--- src/rtl/mem_fill_check_pkg.sv ---
// Shared types and constants for the memory fill/check master.
package mem_fill_check_pkg;

    typedef enum logic [2:0] {
        IDLE,
        FILL,
        READ,
        DRAIN,
        DONE
    } state_t;

    localparam logic MODE_INC  = 1'b0;
    localparam logic MODE_LFSR = 1'b1;

    // Right-shifting Galois form of x^32 + x^22 + x^2 + x + 1
    localparam logic [31:0] LFSR_TAPS      = 32'h8020_0003;
    localparam logic [31:0] LFSR_ZERO_SEED = 32'h0000_0001;

endpackage

--- src/rtl/mem_fill_check_master_pattern.sv ---
// Pattern generator: incrementing or Galois LFSR word sequence, reloadable from a seed.
module fill_pattern_gen
    import mem_fill_check_pkg::*;
#(
    parameter int DATA_W = 32
) (
    input  logic              clk,
    input  logic              load,
    input  logic              advance,
    input  logic              mode,
    input  logic [DATA_W-1:0] seed,
    output logic [DATA_W-1:0] word
);

    logic mode_q;

    function automatic logic [DATA_W-1:0] lfsr_step(input logic [DATA_W-1:0] s);
        return (s >> 1) ^ (s[0] ? DATA_W'(LFSR_TAPS) : '0);
    endfunction

    // An all-zero LFSR would lock up, so a zero seed is substituted.
    always_ff @(posedge clk) begin
        if (load) begin
            mode_q <= mode;
            if (mode == MODE_LFSR && seed == '0) begin
                word <= DATA_W'(LFSR_ZERO_SEED);
            end else begin
                word <= seed;
            end
        end else if (advance) begin
            if (mode_q == MODE_LFSR) begin
                word <= lfsr_step(word);
            end else begin
                word <= word + DATA_W'(1);
            end
        end
    end

endmodule

--- src/rtl/mem_fill_check_master.sv ---
// Avalon-MM BIST master: fills a RAM region with a pattern, reads it back and compares.
// Optional FILL_CHECK_ERRCNT_EN adds a saturating mismatch count and first-mismatch address.
module mem_fill_check_master
    import mem_fill_check_pkg::*;
#(
    parameter int ADDR_W = 11,
    parameter int DATA_W = 32,
    parameter int RD_LAT = 1
) (
    input  logic                clk,
    input  logic                reset,
    input  logic                start,
    input  logic [ADDR_W-1:0]   cfg_base,
    input  logic [ADDR_W:0]     cfg_len,
    input  logic                cfg_mode,
    input  logic [DATA_W-1:0]   cfg_seed,
    output logic                busy,
    output logic                done,
    output logic                err,
    output logic [ADDR_W-1:0]   avm_address,
    output logic                avm_chipselect,
    output logic                avm_write,
    output logic                avm_read,
    output logic [DATA_W/8-1:0] avm_byteenable,
    output logic [DATA_W-1:0]   avm_writedata,
    output logic                avm_clken,
    input  logic [DATA_W-1:0]   avm_readdata,
    input  logic                avm_waitrequest
`ifdef FILL_CHECK_ERRCNT_EN
    ,
    output logic [ADDR_W:0]     err_count,
    output logic [ADDR_W-1:0]   err_first_addr
`endif
);

    localparam int BE_W = DATA_W / 8;

    state_t              state;
    state_t              state_nxt;
    logic [ADDR_W:0]     len_q;
    logic [ADDR_W:0]     idx;
    logic [ADDR_W-1:0]   base_q;
    logic                mode_q;
    logic [DATA_W-1:0]   seed_q;
    logic                start_acc;
    logic                accept;
    logic                last;
    logic                fill_last;
    logic                read_acc;
    logic                gen_load;
    logic                gen_mode;
    logic [DATA_W-1:0]   gen_seed;
    logic [DATA_W-1:0]   pat_word;
    logic [ADDR_W-1:0]   cur_addr;
    logic                mismatch;
    logic [RD_LAT-1:0]   vld_p;
    logic [DATA_W-1:0]   exp_p [RD_LAT];
`ifdef FILL_CHECK_ERRCNT_EN
    logic [ADDR_W-1:0]   addr_p [RD_LAT];

    function automatic logic [ADDR_W:0] sat_inc(input logic [ADDR_W:0] v);
        return (&v) ? v : v + (ADDR_W+1)'(1);
    endfunction
`endif

    assign start_acc = start && (state == IDLE || state == DONE);
    assign accept    = (avm_read || avm_write) && !avm_waitrequest;
    assign last      = (idx + (ADDR_W+1)'(1)) == len_q;
    assign fill_last = (state == FILL) && accept && last;
    assign read_acc  = (state == READ) && accept;
    assign cur_addr  = base_q + idx[ADDR_W-1:0];
    assign mismatch  = vld_p[RD_LAT-1] && (avm_readdata != exp_p[RD_LAT-1]);

    // The generator is reseeded at start and again between fill and readback.
    assign gen_load = start_acc || fill_last;
    assign gen_seed = start_acc ? cfg_seed : seed_q;
    assign gen_mode = start_acc ? cfg_mode : mode_q;

    fill_pattern_gen #(
        .DATA_W (DATA_W)
    ) u_pattern (
        .clk     (clk),
        .load    (gen_load),
        .advance (accept),
        .mode    (gen_mode),
        .seed    (gen_seed),
        .word    (pat_word)
    );

    always_comb begin
        state_nxt      = state;
        busy           = 1'b0;
        done           = 1'b0;
        avm_write      = 1'b0;
        avm_read       = 1'b0;
        avm_chipselect = 1'b0;
        avm_byteenable = '0;
        avm_address    = '0;
        avm_writedata  = '0;
        avm_clken      = 1'b1;
        case (state)
            IDLE, DONE: begin
                done = (state == DONE);
                if (start) begin
                    state_nxt = (cfg_len == '0) ? DONE : FILL;
                end
            end
            FILL: begin
                busy           = 1'b1;
                avm_write      = 1'b1;
                avm_chipselect = 1'b1;
                avm_byteenable = {BE_W{1'b1}};
                avm_address    = cur_addr;
                avm_writedata  = pat_word;
                if (accept && last) begin
                    state_nxt = READ;
                end
            end
            READ: begin
                busy           = 1'b1;
                avm_read       = 1'b1;
                avm_chipselect = 1'b1;
                avm_byteenable = {BE_W{1'b1}};
                avm_address    = cur_addr;
                if (accept && last) begin
                    state_nxt = DRAIN;
                end
            end
            DRAIN: begin
                busy = 1'b1;
                if (vld_p == '0) begin
                    state_nxt = DONE;
                end
            end
            default: state_nxt = IDLE;
        endcase
    end

    // Control: state, word index, compare-pipe valids and sticky status
    always_ff @(posedge clk) begin
        if (reset) begin
            state <= IDLE;
            idx   <= '0;
            vld_p <= '0;
            err   <= 1'b0;
        end else begin
            state    <= state_nxt;
            vld_p[0] <= read_acc;
            for (int k = 1; k < RD_LAT; k++) begin
                vld_p[k] <= vld_p[k-1];
            end
            if (start_acc) begin
                idx <= '0;
                err <= 1'b0;
            end else begin
                if (accept) begin
                    idx <= fill_last ? '0 : idx + (ADDR_W+1)'(1);
                end
                if (mismatch) begin
                    err <= 1'b1;
                end
            end
        end
    end

    // Datapath: latched configuration and expected-word pipe aligned to read latency
    always_ff @(posedge clk) begin
        if (start_acc) begin
            len_q  <= cfg_len;
            base_q <= cfg_base;
            mode_q <= cfg_mode;
            seed_q <= cfg_seed;
        end
        exp_p[0] <= pat_word;
        for (int k = 1; k < RD_LAT; k++) begin
            exp_p[k] <= exp_p[k-1];
        end
    end

`ifdef FILL_CHECK_ERRCNT_EN
    always_ff @(posedge clk) begin
        addr_p[0] <= cur_addr;
        for (int k = 1; k < RD_LAT; k++) begin
            addr_p[k] <= addr_p[k-1];
        end
    end

    // Sticky err still low means this mismatch is the first of the run.
    always_ff @(posedge clk) begin
        if (reset) begin
            err_count      <= '0;
            err_first_addr <= '0;
        end else if (start_acc) begin
            err_count      <= '0;
            err_first_addr <= '0;
        end else if (mismatch) begin
            err_count <= sat_inc(err_count);
            if (!err) begin
                err_first_addr <= addr_p[RD_LAT-1];
            end
        end
    end
`endif

endmodule

--- config.mk ---
export PLATFORM = sky130hd
export DESIGN_NAME = mem_fill_check_master
export DESIGN_NICKNAME = d
export VERILOG_FILES = /design/src/rtl/mem_fill_check_pkg.sv /design/src/rtl/mem_fill_check_master_pattern.sv /design/src/rtl/mem_fill_check_master.sv
export SDC_FILE = /design/constraint.sdc
export NUM_CORES = 1
export LEC_CHECK = 0
export BUFFER_PORTS_ARGS = -buffer_cell sky130_fd_sc_hd__buf_4
export CAP_MARGIN = 20
export CORE_MARGIN = 2
export CORE_UTILIZATION = 40
export DETAILED_ROUTE_END_ITERATION = 7
export HOLD_SLACK_MARGIN = 0.15
export SYNTH_ARGS = -nofsm -noshare
export SYNTH_HDL_FRONTEND = slang
export SYNTH_SLANG_ARGS = --single-unit
--- constraint.sdc ---
create_clock -name clk -period 5.8 [get_ports clk]
set_clock_uncertainty 0.05 [all_clocks]
set_input_delay 1.16 -clock clk [delete_from_list [all_inputs] [get_ports clk]]
set_output_delay 1.16 -clock clk [all_outputs]
set_load 0.02 [all_outputs]
Word-level counts from Yosys, hierarchy flattened
Memory sizes are Yosys's and may differ from the RTL's.
Cells that the tools add are included.
{"block": "classes", "add_sub_neg": 3, "n_eq_ne": 10, "mux": 22, "n_bitwise": 1, "reduce_logical": 21}
{"cell": "32-bit two-way mux", "n": 7}
{"cell": "32-bit by 1-bit adder with 32-bit output (second input constant)", "n": 1}
{"cell": "32-bit logical NOT", "n": 1}
{"cell": "32-bit != test", "n": 1}
{"cell": "31-bit by 32-bit XOR with 32-bit output", "n": 1}
{"cell": "3-bit two-way mux", "n": 5}
{"cell": "12-bit by 1-bit adder with 12-bit output (second input constant)", "n": 1}
{"cell": "12-bit == test", "n": 1}
{"cell": "12-bit logical NOT", "n": 1}
{"cell": "12-bit two-way mux", "n": 1}
{"cell": "3-bit one-hot mux with 4 select lines", "n": 1}
{"cell": "11-bit adder", "n": 1}
{"cell": "11-bit two-way mux", "n": 1}
{"cell": "1-bit logical AND", "n": 8}
{"cell": "3-bit by 2-bit == test with 1-bit output (second input constant)", "n": 2}
{"cell": "1-bit two-way mux", "n": 6}
{"cell": "2-bit OR reduction", "n": 3}
{"cell": "4-bit two-way mux", "n": 1}
{"cell": "2-bit by 1-bit != test with 1-bit output (second input constant)", "n": 2}
{"cell": "2-bit != test (second input constant)", "n": 2}
{"cell": "4-bit AND reduction", "n": 1}
{"cell": "3-bit by 1-bit == test with 1-bit output (second input constant)", "n": 1}
{"cell": "3-bit == test (second input constant)", "n": 1}
{"cell": "3-bit logical NOT", "n": 1}
{"cell": "other kinds (4)", "n": 6}
{"block": "word_totals", "reg_bits": 106, "mem_bits_rw": 32, "in_bits": 92, "out_inout_bits": 54, "mem_count": 1}
{"name": "exp_p", "words": 1, "word_bits": 32, "read_ports": 1, "rd_clocked_by_memory_dff": 0, "write_ports": 1, "line": "mem_fill_check_master.sv:57", "text": "logic [DATA_W-1:0] exp_p [RD_LAT];"}

Depth between registers and ports, before layout
{"block": "depth", "depth_word": 8, "depth_mapped": 10, "mapped_depth_nobuf": 9}

Cells and area by module
A second synthesis with hierarchy kept.
{"block": "hier_totals", "hier_cells": 730, "area_unflattened_um2": 7487.2}
{"module": "mem_fill_check_master", "instances": 1, "cells_each": 459, "area_each_um2": 4922.2}
{"module": "fill_pattern_gen", "instances": 1, "cells_each": 271, "area_each_um2": 2565.0}

Worst setup path after synthesis
OpenSTA, ideal clock, no wires.
{"block": "synth_timing", "path_type": "input port to flip-flop", "startpoint": "input avm_waitrequest", "endpoint": "register u_pattern.word[0], enable pin", "arrival_ps": 3410, "t_required_ps": 5361, "setup_slack_ps": 1950, "cell_stages": 7, "n_path_buf": 1, "cell_sequence": "a211o_1 > nor4_2 > o2111ai_1 > nor4_4 > nor2_2 > buf_4 > nand2_1"}
{"block": "synth_between", "elab_chain_cells": 6}
{"element": "from (decl)", "line": "mem_fill_check_master.sv:28", "text": "input logic avm_waitrequest"}
{"element": "1-bit logical NOT (*)", "line": "mem_fill_check_master.sv:67", "text": "assign accept = (avm_read || avm_write) && !avm_waitrequest;"}
{"element": "1-bit logical AND (*)", "line": "mem_fill_check_master.sv:67"}
{"element": "1-bit logical AND (2 in series)", "line": "mem_fill_check_master.sv:69", "text": "assign fill_last = (state == FILL) && accept && last;"}
{"element": "1-bit logical OR", "line": "mem_fill_check_master.sv:75", "text": "assign gen_load = start_acc || fill_last;"}
{"element": "2-bit nonzero test (no line) (*)"}
{"element": "to (signal assigned)", "line": "mem_fill_check_master_pattern.sv:26", "text": "word <= DATA_W'(LFSR_ZERO_SEED);"}
{"element": "to (signal assigned)", "line": "mem_fill_check_master_pattern.sv:32", "text": "word <= lfsr_step(word);"}
{"element": "to (signal assigned)", "line": "mem_fill_check_master_pattern.sv:34", "text": "word <= word + DATA_W'(1);"}
{"element": "to (decl)", "line": "mem_fill_check_master_pattern.sv:12", "text": "output logic [DATA_W-1:0] word"}
Every way passes the cells marked *; elsewhere a longest branch is shown, timed or not.
A chain may end at the register's enable or synchronous reset.

Worst setup path in the final report
{"block": "layout_timing", "startpoint": "register idx[0]", "endpoint": "output avm_address[10]"}
{"block": "layout_between", "elab_chain_cells": 2}
{"element": "from (decl)", "line": "mem_fill_check_master.sv:41", "text": "logic [ADDR_W:0] idx;"}
{"element": "from (signal assigned)", "line": "mem_fill_check_master.sv:157", "text": "idx <= fill_last ? '0 : idx + (ADDR_W+1)'(1);"}
{"element": "11-bit adder", "line": "mem_fill_check_master.sv:71", "text": "assign cur_addr = base_q + idx[ADDR_W-1:0];"}
{"element": "11-bit two-way mux", "line": "mem_fill_check_master.sv:101", "text": "case (state)"}
{"element": "to (decl)", "line": "mem_fill_check_master.sv:20", "text": "output logic [ADDR_W-1:0] avm_address,"}
No other way between the ends.

==> impl_metrics.ini <==
[run_status]
status = finished clean

[final_layout]
layout.nets = 952
n_antenna_cell = 0
fin_util_pct = 51.7
syn_to_final_growth_pct = 25.4
drive_gt1_share_pct = 23.0

[sta]
worstMarginPinSlew_ps = 878
whs_ps = 420
drv_slew = 0
fmax_ghz = 0.231
slew-limit-headroom_pct = 41.5
finalHoldViolCount = 0
post-route-period-util_pct = 74.7
setup_viol = 0
tns_ps = 0
period_minus_slack_ps = 4330
rsz0062_at_grt = no

[synthesis]
ys_seq_elements = 138
synth_edf_count = 56
yosysWarnings = 0
avgSynthCellArea_um2 = 10.1
netlist_area_mm2 = 0.00718
synthCells = 712
syn-num-nets = 817
async_flop_share_pct = 0
seq_area_frac_synth_pct = 46.3
synth-main-ff-cell = dfxtp_1
synth_cell_types = 55

[route]
ant_nets = 0
drt-initial-drc-count = 385
dr.pass1.iters = 5
via_count = 5687
drc = 0
wl_um = 19900
wl_per_cell_um = 18.3
vias_per_cell = 5.24

[worst_setup_path]
rr_startpoint = idx[1]
end_kind = primary output
cp_max_fo = 8
ff2ff_path_depth = 10
critPathCapture = avm_address[10]
r2r_end = u_pattern.word[7]
arrival_ps = 3120
crit_start = idx[0]
crit_required_ps = 4590
worst_setup_path_start_kind = flop
reg2reg_slack_ps = 1820
crit_type = reg2out

[global_route]
grt_pass1_vias = 5574
grtUsageTotal_pct = 21.4
grt_pass1_wl_um = 30300
grt_use_met2_pct = 36.9
grt_overflow = 0
busiest_layer = met2
grtUsageMet3_pct = 5.19
grt_antenna_before_repair = 0
use_met1_pct = 26.2
grt_max_degree = 57

[power]
leakage_nw = 3.80
irDropWorstVdd_mv = 0.210
power_density_mw_per_mm2 = 318

[die]
dieArea_mm2 = 0.0190
initial_utilization_pct = 41.2
num_rows = 48
io_pins = 146
die_y_um = 138
die_w_um = 138
core_mm2 = 0.0174

[worst_hold_path]
hold-path-cell-count = 0
holdCritPathClass = reg2reg

[clock_network]
ctsHoldBuffers = 0
clk_latency_ps = 420
cts-buffers-inserted = 17
cts.sinks = 138
cts-htree-levels = 4
clkTransAtPathRegs_ps = 60
cts_tree = done
postCtsSetupBuffers = 0
cts.path.max_buffers = 2
root_buffer = clkbuf_16
ctsResizeCount = 0

[place]
dp_hpwl_um = 15200
gp_congestion = 0.880
io_buffers = 144

[flow_run]
drv_cap = 0
==> critical path, stage by stage (launching register included) <==
cell and delay (ps):
dfxtp_1 410, ha_1 290, fa_1 410, a21o_1 170
a21oi_1 180, nor2b_1 80, o21a_1 180, o41a_1 350
a31o_2 280, mux2i_1 170, buf_4 170
==> logic make-up after synthesis <==
group                    after synthesis  synth area share, %
multiplexers                          74                 10.9
flip-flops                           138                 46.3
adder cells (fa/ha/maj)               13                 2.37
other                                  1               0.0522
buffers and inverters                 77                 4.57
AND/OR/NAND/NOR                      233                 17.6
XOR/XNOR                              85                 10.4
AO/OA/AOI/OAI                         91                 7.89
==> per-stage QoR <==
| stage | area, um2 | cells | total power (W) | setup WS, ps |
|---|---|---|---|---|
| 2_1_floorplan | 7180 | 712 | 0.00161 | 1950 |
| 3_3_place_gp | 8430 | 1053 | 0.00182 | 1690 |
| 3_5_place_dp | 8430 | 1053 | 0.00183 | 1640 |
| 4_1_cts | 9000 | 1085 | 0.00289 | 1470 |
| 5_1_grt | 9000 | 1085 | 0.00300 | 1320 |
| 6_report | 9000 | 1085 | 0.00287 | 1470 |
==> synth_stat cells, types with 4 or more instances <==
cell / count / area [um2]
o21ai_0: 20 / 100
nor4_1: 9 / 56.3
clkbuf_1: 19 / 71.3
and4_1: 7 / 61.3
or3_1: 14 / 87.6
mux2i_1: 62 / 621
nand2_1: 45 / 169
dfxtp_1: 82 / 1640
a21oi_1: 33 / 165
ha_1: 12 / 150
buf_4: 7 / 52.6
nor2b_1: 7 / 43.8
and3_1: 6 / 37.5
nand3_1: 20 / 100
mux2_4: 7 / 105
inv_1: 44 / 165
nor2_1: 37 / 139
buf_2: 4 / 20.0
xor2_1: 27 / 236
o22ai_1: 6 / 37.5
xnor2_1: 58 / 508
a21o_1: 7 / 52.6
o21a_1: 4 / 30.0
nand4_1: 29 / 181
edfxtp_1: 56 / 1680
nor3_1: 9 / 45.0
mux2_2: 5 / 56.3
and2_1: 36 / 225
==> registers in the layout, indices dropped and copies added, names as in the netlist, 3 cells and up <==
| signal | count |
|---|---|
| exp_p | 32 |
| seed_q | 32 |
| u_pattern.word | 32 |
| idx | 12 |
| len_q | 12 |
| base_q | 11 |
| state | 3 |
==> area by class of cell <==
cell class | count | area [um2]
Clock buffer | 21 | 472
Clock inverter | 11 | 104
Fill cell | 1631 | 8410
Inverter | 44 | 165
Multi-Input combinational cell | 497 | 3540
Sequential cell | 138 | 3320
Tap cell | 225 | 282
Timing Repair Buffer | 149 | 1120
==> cells in the final DEF, fill, tap and decap left out, drive strengths merged, types with 2 or more instances in the layout <==
master and instances:
or4 2, o21ai 20, a21o 7, o22ai 6, edfxtp 56, a2111o 2, o211ai 3, nand4 29
or3 14, or2 3, nor3b 3, o21bai 2, o21a 4, xor2 27, xnor2 58, ha 12
nand2b 3, nor2 38, inv 51, nor2b 7, o31ai 3, and4 7, nor4 11, dfxtp 82
mux2i 62, a21oi 33, clkbuf 21, buf 149, nand2 45, and3 6, and2 36, clkinv 2
mux2 12, nor3 9, nand3 20
==> worst min path at each step <==
stage / start / to / slack [ps]
after floorplan: u_pattern.word[24] / exp_p[0][24] / 300
after global placement: u_pattern.word[31] / exp_p[0][31] / 400
after detailed placement: u_pattern.word[21] / exp_p[0][21] / 420
after CTS: u_pattern.word[21] / exp_p[0][21] / 430
after global routing: u_pattern.word[31] / exp_p[0][31] / 450
final: u_pattern.word[31] / exp_p[0][31] / 420
==> routing by layer <==
metal | up-vias | share of wire [%] | wire length, um
met2 | 175 | 50 | 9940
met1 | 2707 | 42 | 8450
met5 | - | 0 | 0
li1 | 2780 | - | -
met4 | 0 | 1.9 | 382
met3 | 25 | 5.6 | 1120
==> power by group <==
group / switching [W] / internal, W / total, W
clock: 0.000431 / 0.000632 / 0.00106
combinational: 0.000274 / 0.000250 / 0.000524
sequential: 0.000117 / 0.00116 / 0.00128
Note: power is estimated with default switching activity, not from simulation.
